[config.mk]
export PLATFORM = sky130hd
export DESIGN_NAME = pulse_length_counter_mc
export DESIGN_NICKNAME = d
export VERILOG_FILES = /design/src/rtl/pulse_length_counter_mc.sv
export SDC_FILE = /design/constraint.sdc
export NUM_CORES = 1
export LEC_CHECK = 0
export CAP_MARGIN = 20
export CORE_AREA = 4 4 250 252
export DETAILED_ROUTE_END_ITERATION = 7
export DIE_AREA = 0 0 254 256
export GPL_ROUTABILITY_DRIVEN = 0
export SYNTH_ARGS = -nofsm -noshare
export SYNTH_HDL_FRONTEND = slang
export SYNTH_SLANG_ARGS = --single-unit
[constraint.sdc]
create_clock -name clk_i -period 12.9 [get_ports clk_i]
set_clock_uncertainty 0.05 [all_clocks]
set_input_delay 2.58 -clock clk_i [delete_from_list [all_inputs] [get_ports clk_i]]
set_output_delay 2.58 -clock clk_i [all_outputs]
set_load 0.02 [all_outputs]
[src/rtl/pulse_length_counter_mc.sv]
// rtl/pulse_length_counter_mc.sv - multi-channel high/low pulse length measurement with IIR averaging
//
// Purpose: per channel, synchronize an asynchronous input, count the cycles
// between its edges with a saturating counter, and average the high and low
// durations separately through a preloaded IIR filter. A channel that sees no
// edge for TIMEOUT cycles is flagged stuck and re-arms on its next edge.
//
// Ports:
//   clk_i         system clock
//   rst_i         asynchronous active-high reset
//   signal_i      asynchronous inputs, bit k is channel k
//   clear_i       synchronous level-sensitive per-channel clear
//   length_pos_o  filtered high lengths, channel k at [k*COUNT_WIDTH +: COUNT_WIDTH]
//   length_neg_o  filtered low lengths, same packing
//   valid_o       one-cycle strobe per channel on every filter update
//   timeout_o     per-channel stuck flag (level)

module pulse_length_counter_mc #(
    parameter int CHANNELS    = 4,
    parameter int COUNT_WIDTH = 16,
    parameter int FILTER_BITS = 8,
    parameter int SYNC_STAGES = 2,
    parameter int TIMEOUT     = (1 << COUNT_WIDTH) - 1
) (
    input  logic                            clk_i,
    input  logic                            rst_i,
    input  logic [CHANNELS-1:0]             signal_i,
    input  logic [CHANNELS-1:0]             clear_i,
    output logic [CHANNELS*COUNT_WIDTH-1:0] length_pos_o,
    output logic [CHANNELS*COUNT_WIDTH-1:0] length_neg_o,
    output logic [CHANNELS-1:0]             valid_o,
    output logic [CHANNELS-1:0]             timeout_o
);

    // Depths below two are not metastability-safe, so they are raised to two.
    localparam int STAGES = (SYNC_STAGES < 2) ? 2 : SYNC_STAGES;
    localparam int FW     = COUNT_WIDTH + FILTER_BITS;

    localparam logic [COUNT_WIDTH-1:0] CNT_MAX     = '1;
    localparam logic [COUNT_WIDTH-1:0] CNT_ONE     = COUNT_WIDTH'(1);
    localparam logic [COUNT_WIDTH-1:0] CNT_TIMEOUT = COUNT_WIDTH'(TIMEOUT);

    for (genvar k = 0; k < CHANNELS; k++) begin : g_ch
        logic [STAGES-1:0]      sync;
        logic                   sig_s;
        logic                   sig_last;
        logic                   edge_det;
        logic [COUNT_WIDTH-1:0] cnt;
        logic [FW-1:0]          f_pos;
        logic [FW-1:0]          f_neg;
        logic [FW-1:0]          sample_ext;
        logic [FW-1:0]          upd_pos;
        logic [FW-1:0]          upd_neg;
        logic                   primed;
        logic                   loaded_pos;
        logic                   loaded_neg;
        logic                   valid;
        logic                   timeout;

        assign sig_s    = sync[STAGES-1];
        assign edge_det = sig_s ^ sig_last;

        // The synchronizer and sig_last ignore clear so that an edge seen
        // during clear is consumed rather than replayed afterwards.
        always_ff @(posedge clk_i or posedge rst_i) begin
            if (rst_i) begin
                sync     <= '0;
                sig_last <= 1'b0;
            end else begin
                sync     <= {sync[STAGES-2:0], signal_i[k]};
                sig_last <= sig_s;
            end
        end

        // The sample is the counter value in the edge cycle. The first sample
        // into a filter loads it directly so the output starts at the sample
        // instead of ramping up from zero.
        assign sample_ext = FW'(cnt);
        assign upd_pos = loaded_pos
                       ? f_pos + sample_ext - FW'(f_pos[FILTER_BITS +: COUNT_WIDTH])
                       : sample_ext << FILTER_BITS;
        assign upd_neg = loaded_neg
                       ? f_neg + sample_ext - FW'(f_neg[FILTER_BITS +: COUNT_WIDTH])
                       : sample_ext << FILTER_BITS;

        always_ff @(posedge clk_i or posedge rst_i) begin
            if (rst_i) begin
                cnt        <= '0;
                f_pos      <= '0;
                f_neg      <= '0;
                primed     <= 1'b0;
                loaded_pos <= 1'b0;
                loaded_neg <= 1'b0;
                valid      <= 1'b0;
                timeout    <= 1'b0;
            end else if (clear_i[k]) begin
                cnt        <= '0;
                f_pos      <= '0;
                f_neg      <= '0;
                primed     <= 1'b0;
                loaded_pos <= 1'b0;
                loaded_neg <= 1'b0;
                valid      <= 1'b0;
                timeout    <= 1'b0;
            end else begin
                valid <= 1'b0;
                if (edge_det) begin
                    // An edge takes precedence over the timeout check, so a
                    // level of exactly TIMEOUT cycles is still measured.
                    cnt     <= CNT_ONE;
                    timeout <= 1'b0;
                    if (primed) begin
                        valid <= 1'b1;
                        // sig_last is the level that just ended.
                        if (sig_last) begin
                            f_pos      <= upd_pos;
                            loaded_pos <= 1'b1;
                        end else begin
                            f_neg      <= upd_neg;
                            loaded_neg <= 1'b1;
                        end
                    end else begin
                        // Length of the segment before the first edge is unknown.
                        primed <= 1'b1;
                    end
                end else begin
                    if (cnt != CNT_MAX) begin
                        cnt <= cnt + 1'b1;
                    end
                    if (cnt == CNT_TIMEOUT) begin
                        timeout    <= 1'b1;
                        primed     <= 1'b0;
                        loaded_pos <= 1'b0;
                        loaded_neg <= 1'b0;
                    end
                end
            end
        end

        assign length_pos_o[k*COUNT_WIDTH +: COUNT_WIDTH] = f_pos[FILTER_BITS +: COUNT_WIDTH];
        assign length_neg_o[k*COUNT_WIDTH +: COUNT_WIDTH] = f_neg[FILTER_BITS +: COUNT_WIDTH];
        assign valid_o[k]   = valid;
        assign timeout_o[k] = timeout;
    end

endmodule

* Yosys cells after proc, flatten, opt, wreduce, memory -nomap -nowiden
Index checks and enable logic that the tools add are counted.
Cells by class: add/subtract/negate cells 20, equal/unequal tests 24, multiplexer cells 120, bitwise gates (word level) 4, reduce and logical (&&, ||, !) cells 36
Operator list (count):
- 24-bit 2-to-1 mux | 40
- 24-bit by 16-bit adder with 24-bit output | 8
- 16-bit 2-to-1 mux | 12
- 24-bit by 16-bit subtractor with 24-bit output | 8
- 1-bit 2-to-1 mux | 68
- 16-bit by 1-bit adder with 16-bit output, second input constant | 4
- 16-bit == test, second input constant | 4
- 16-bit inequality test, second input constant | 4
- 3-bit AND reduction | 16
- 3-bit inequality test, second input constant | 8
- 2-bit nonzero test | 12
- 3-bit nonzero test | 8
- 3-bit by 2-bit inequality test with 1-bit output, second input constant | 4
- 2-bit inequality test, second input constant | 4
- 1-bit XOR | 4
Storage, ports and cells: bits in registers 288, input port bits 10, output and inout bits 136, logic and storage cells 244

* Depth between registers and ports, before layout
word-level depth 7, mapped depth 16, mapped depth without buffers 16

* Least setup slack after synthesis
OpenSTA, ideal clock, no wires.
kind input-to-reg, start in clear_i[2], end reg g_ch[2].f_neg[23], library setup time 0.069 ns, arrival time 3.951 ns, data required time 12.781 ns, path slack 8.830 ns, stages 7, path buffers 1, path through nor3b_1 -> nand2b_1 -> clkbuf_1 -> inv_1 -> nand2_1 -> or4b_2 -> nand3_1
Between the ends: cells in the longest elaborated chain, start to end 2, elaborated cells on any way between the ends 5, those cells by class eq/ne (1); mux (1); reduce/logical (3)
RTL lines:
- start: declaration | RTL line 28 | input logic [CHANNELS-1:0] clear_i,
- 2-bit inequality test (no line) or 2-bit nonzero test (tied branches)
- 3-bit AND reduction (no line)
- end signal: assignment | RTL line 119 | f_neg <= upd_neg;
- end: declaration | RTL line 50 | logic [FW-1:0] f_neg;
Several ways; a longest one is shown, not always the timed one. A chain may end at the register's enable or synchronous reset.

==> tab_implementation.tex <==
\begin{tabular}{lr}
\hline
Metric & Value \\
\hline
\multicolumn{2}{l}{\textbf{Die}} \\
Placement Rows & 90 \\
Initial Utilization & 42.64\% \\
Overall die width & 254 µm \\
Die Span Y & 256 µm \\
Die area & 65020 µm² \\
Count of pins on the block boundary & 146 \\
Core Box Area & 60130 µm² \\
\multicolumn{2}{l}{\textbf{Yosys}} \\
Cell taking the most area after synthesis & sky130\_fd\_sc\_hd\_\_dfrtp\_1 \\
Post-synth top area share & 28.11\% \\
Proportion of synthesized chip area in sequential cells & 28.11\% \\
Synthesized area divided by synthesized cell count & 8.542 µm² \\
Post-synth top flop & sky130\_fd\_sc\_hd\_\_dfrtp\_1 \\
Post-synthesis instance total & 3002 \\
Library cells used by synthesis & 78 \\
Asr flop ratio synth & 100.0\% \\
EDFF count, synth & 0 \\
Number of warnings printed during yosys synthesis & 0 \\
Top post-synthesis cells by area & sky130\_fd\_sc\_hd\_\_dfrtp\_1, sky130\_fd\_sc\_hd\_\_fa\_1, sky130\_fd\_sc\_hd\_\_ha\_1 \\
Mapped cell area & 25640 µm² \\
Register bit total from synthesis & 288 \\
Post-synthesis net count & 3336 \\
\multicolumn{2}{l}{\textbf{Hold path}} \\
Hold endpoint & g\_ch[3].sync[1]\$\_DFF\_PP0\_ \\
Worst hold start & g\_ch[3].sync[0]\$\_DFF\_PP0\_ \\
Min-delay worst type & reg -> reg \\
WHS Path Cells & 0 \\
\multicolumn{2}{l}{\textbf{STA}} \\
Hold violation total from the final report & 0 \\
Total Neg Setup Slack & 0 ps \\
Final setup violation count & 0 \\
Normalized max-slew margin & 29.69\% \\
Transition time at the pin with the least slew margin & 1051 ps \\
Post-route fraction of the period consumed by the critical path & 37.87\% \\
Highest Clock Rate & 204.7 MHz \\
Final min period & 4885 ps \\
Setup repair after global routing missed its margin & no \\
Fin. max-slew vios & 0 \\
\multicolumn{2}{l}{\textbf{GRT}} \\
Overall overflow remaining after global route & 0 \\
First-pass GRT wire length & 109400 µm \\
Largest net degree at the start of global routing & 106 \\
GRT Resource Usage Total & 20.40\% \\
Via count of the first global-routing pass & 20379 \\
Number of antenna violations at the first check in global routing & 0 \\
\multicolumn{2}{l}{\textbf{Setup path}} \\
Endpoint of the worst-slack reg-to-reg timing path & g\_ch[0].f\_neg[20]\$\_DFFE\_PP0P\_ \\
Critical path class & in -> async \\
Cell with the largest stage delay on the worst path & sky130\_fd\_sc\_hd\_\_buf\_4 \\
Critical path startpoint & rst\_i \\
Reg-to-reg startpoint & g\_ch[0].cnt[1]\$\_DFFE\_PP0P\_ \\
Critical path peak fanout & 105 \\
Critical path data arrival time & 5370 ps \\
Cells along the critical path & clkdlybuf4s50\_1, inv\_8, buf\_4, buf\_4 \\
Internal reg-to-reg setup slack & 8710 ps \\
Crit. End Element & async pin \\
CP startpoint kind & input pin \\
Worst path required time & 13390 ps \\
Number of cells traversed by the worst register-to-register path & 14 \\
Most used cell, CP & sky130\_fd\_sc\_hd\_\_buf\_4 \\
Max incr delay on CP & 840 ps \\
\multicolumn{2}{l}{\textbf{Place}} \\
Detail Placement HPWL & 51060 µm \\
Instance count after placement with tap cells included & 3730 \\
Number of port buffers & 145 \\
\multicolumn{2}{l}{\textbf{Power}} \\
Share of total power in sequential cells & 33.6\% \\
Sw Ratio & 31.07\% \\
Fraction of power consumed by combinational cells & 26.1\% \\
Power per cell area & 100.0 nW/µm² \\
P\_int & 1.946 mW \\
Clk pwr share & 40.4\% \\
Maximum vdd drop & 0.06995 mV \\
Leakage power summed over all cells & 12.85 nW \\
Total net switching power & 877.1 µW \\
Total power after layout & 2.823 mW \\
\multicolumn{2}{l}{\textbf{Layout}} \\
Number of diodes added for antenna fixing & 0 \\
Number of cells in the finished layout apart from fillers & 3800 \\
Ratio of cells with drive above 1 in the final layout & 3.711\% \\
Nets & 3324 \\
Synthesis-to-layout area growth & 10.08\% \\
Utilization of the core after routing & 46.94\% \\
\multicolumn{2}{l}{\textbf{Drt}} \\
DR pass1 iterations & 7 \\
Vias after detailed routing & 20497 \\
Wire length per cell after detailed routing & 17.60 µm \\
Remaining antenna violation count & 0 \\
Routed wire length & 66870 µm \\
Vias per std cell & 5.394 \\
DRC viols & 0 \\
Initial DRC Count & 1208 \\
\multicolumn{2}{l}{\textbf{Clock network}} \\
Post-CTS setup-driven buffer insertion count & 0 \\
Total clock sinks & 288 \\
Post-CTS Hold Fix Bufs & 0 \\
Clk Latency, worst-skew pair & 550 ps \\
CTS tree & yes \\
Maximum clock path buffer count & 3 \\
Number of gates given a new drive strength after cts & 0 \\
Num CTS Buffers & 38 \\
Clock tree root buffer cell & sky130\_fd\_sc\_hd\_\_clkbuf\_16 \\
H-tree Lvls & 2 \\
Clock Pin Slew Worst Setup and Hold Paths & 60 ps \\
\multicolumn{2}{l}{\textbf{Status}} \\
Status & finished clean \\
\multicolumn{2}{l}{\textbf{Job}} \\
Maximum Capacitance Violations & 0 \\
\hline
\end{tabular}
[cells in the final DEF (no fill, tap or decap), types with 54 or more instances in the layout]
cell type                         Yosys  layout
sky130_fd_sc_hd__a211oi_1            54      54
sky130_fd_sc_hd__a21oi_1            184     183
sky130_fd_sc_hd__ha_1               196     196
sky130_fd_sc_hd__nand3_1             54      54
sky130_fd_sc_hd__inv_1              544     543
sky130_fd_sc_hd__nor2_1             185     185
sky130_fd_sc_hd__nand2_1            172     172
sky130_fd_sc_hd__o21ai_0            207     207
sky130_fd_sc_hd__dfrtp_1            288     288
sky130_fd_sc_hd__a22oi_1             56      56
sky130_fd_sc_hd__xor2_1              59      59
sky130_fd_sc_hd__a21o_1              76      76
sky130_fd_sc_hd__clkdlybuf4s50_1      0     145
sky130_fd_sc_hd__xnor2_1            146     146
sky130_fd_sc_hd__fa_1               128     128
[cell families after synthesis]
family                   Yosys count  share of synthesized area [%]
AO/OA/AOI/OAI                    761                          19.07
flip-flops                       288                          28.11
XOR/XNOR                         205                          7.002
multiplexers                      44                          1.718
buffers and inverters            757                          13.09
adder cells (fa/ha/maj)          324                          19.56
AND/OR/NAND/NOR                  623                          11.45
[worst max-delay path, delay by kind of cell]
kind	cells	cell delay [ps]
buffers and inverters	4	2670
[worst max-delay path by stage]
stage | endpoint | slack [ps] | depth (start not counted)
floorplan | g_ch[0].cnt[0]$_DFFE_PP0P_ | 2320 | 1
global placement | g_ch[1].f_pos[22]$_DFFE_PP0P_ | 7350 | 4
detailed placement | g_ch[1].f_neg[22]$_DFFE_PP0P_ | 7310 | 4
CTS | g_ch[1].f_pos[21]$_DFFE_PP0P_ | 7890 | 4
global route | g_ch[1].f_neg[23]$_DFFE_PP0P_ | 7570 | 4
finish | g_ch[1].cnt[10]$_DFFE_PP0P_ | 8020 | 4
[power groups by stage]
stage / sequential (mW) / combinational [mW] / clock [mW]
after floorplan: 0.951 / 0.582 / 0
after global placement: 0.964 / 0.719 / 0
after detailed placement: 0.964 / 0.727 / 0
after CTS: 0.948 / 0.733 / 1.17
after global routing: 0.950 / 0.816 / 1.21
final: 0.948 / 0.736 / 1.14
[flip-flops by register name (all words and copies together), names as in the netlist]
register / count
g_ch.f_neg: 96
g_ch.f_pos: 96
g_ch.cnt: 64
g_ch.sync: 8
g_ch.loaded_neg: 4
g_ch.loaded_pos: 4
g_ch.primed: 4
g_ch.sig_last: 4
g_ch.timeout: 4
g_ch.valid: 4
[routing by layer]
metal | track usage [%] | up-vias | share of wire [%]
met5 | 0 | - | 0
met4 | 5.410 | 0 | 2.4
met3 | 2.561 | 102 | 4.1
met2 | 34.53 | 461 | 48
met1 | 27.68 | 10038 | 45
li1 | - | 9896 | -
[cell type report]
class                      count  area, µm²
multi-input combinational   1957      15080
inverter                     544       2049
sequential                   288       7207
tap                          782      978.4
fill                        5817      31910
clock buffer                  49       1074
timing repair buffer         161       1579
clock inverter                19      257.7
[cell usage after synthesis, types with 6 or more instances]
cell type,n
sky130_fd_sc_hd__o21ai_1,12
sky130_fd_sc_hd__o31ai_1,11
sky130_fd_sc_hd__buf_4,136
sky130_fd_sc_hd__nor4_1,10
sky130_fd_sc_hd__a221o_1,9
sky130_fd_sc_hd__nor2b_1,28
sky130_fd_sc_hd__a211oi_1,54
sky130_fd_sc_hd__xnor2_1,146
sky130_fd_sc_hd__nand4_1,16
sky130_fd_sc_hd__a22oi_1,56
sky130_fd_sc_hd__xor2_1,59
sky130_fd_sc_hd__a21o_1,76
sky130_fd_sc_hd__ha_1,196
sky130_fd_sc_hd__fa_1,128
sky130_fd_sc_hd__nand3_1,54
sky130_fd_sc_hd__or3_1,18
sky130_fd_sc_hd__mux2i_1,44
sky130_fd_sc_hd__o21ai_0,207
sky130_fd_sc_hd__nand2_1,172
sky130_fd_sc_hd__or2_2,7
sky130_fd_sc_hd__a221oi_1,8
sky130_fd_sc_hd__nand2b_1,26
sky130_fd_sc_hd__o21a_1,15
sky130_fd_sc_hd__a21oi_1,184
sky130_fd_sc_hd__o211ai_1,7
sky130_fd_sc_hd__dfrtp_1,288
sky130_fd_sc_hd__a22o_1,20
sky130_fd_sc_hd__clkbuf_1,70
sky130_fd_sc_hd__inv_1,544
sky130_fd_sc_hd__and3_1,20
sky130_fd_sc_hd__o21bai_1,17
sky130_fd_sc_hd__o22ai_1,6
sky130_fd_sc_hd__a31oi_1,21
sky130_fd_sc_hd__nor3_1,50
sky130_fd_sc_hd__nor2_1,185
sky130_fd_sc_hd__and2_1,14
sky130_fd_sc_hd__nor3b_1,6
sky130_fd_sc_hd__a311oi_1,7
[per-stage QoR]
stage	setup slack (ps)	instance area (µm²)	hold slack [ps]
6_report	8015	28230	305.3
5_1_grt	7567	28230	315.7
4_1_cts	7893	28200	307.8
3_5_place_dp	7310	26870	287.8
3_3_place_gp	7355	26870	286.8
2_1_floorplan	2321	25640	281.2
No activity file was read; power rests on OpenSTA's default activity.
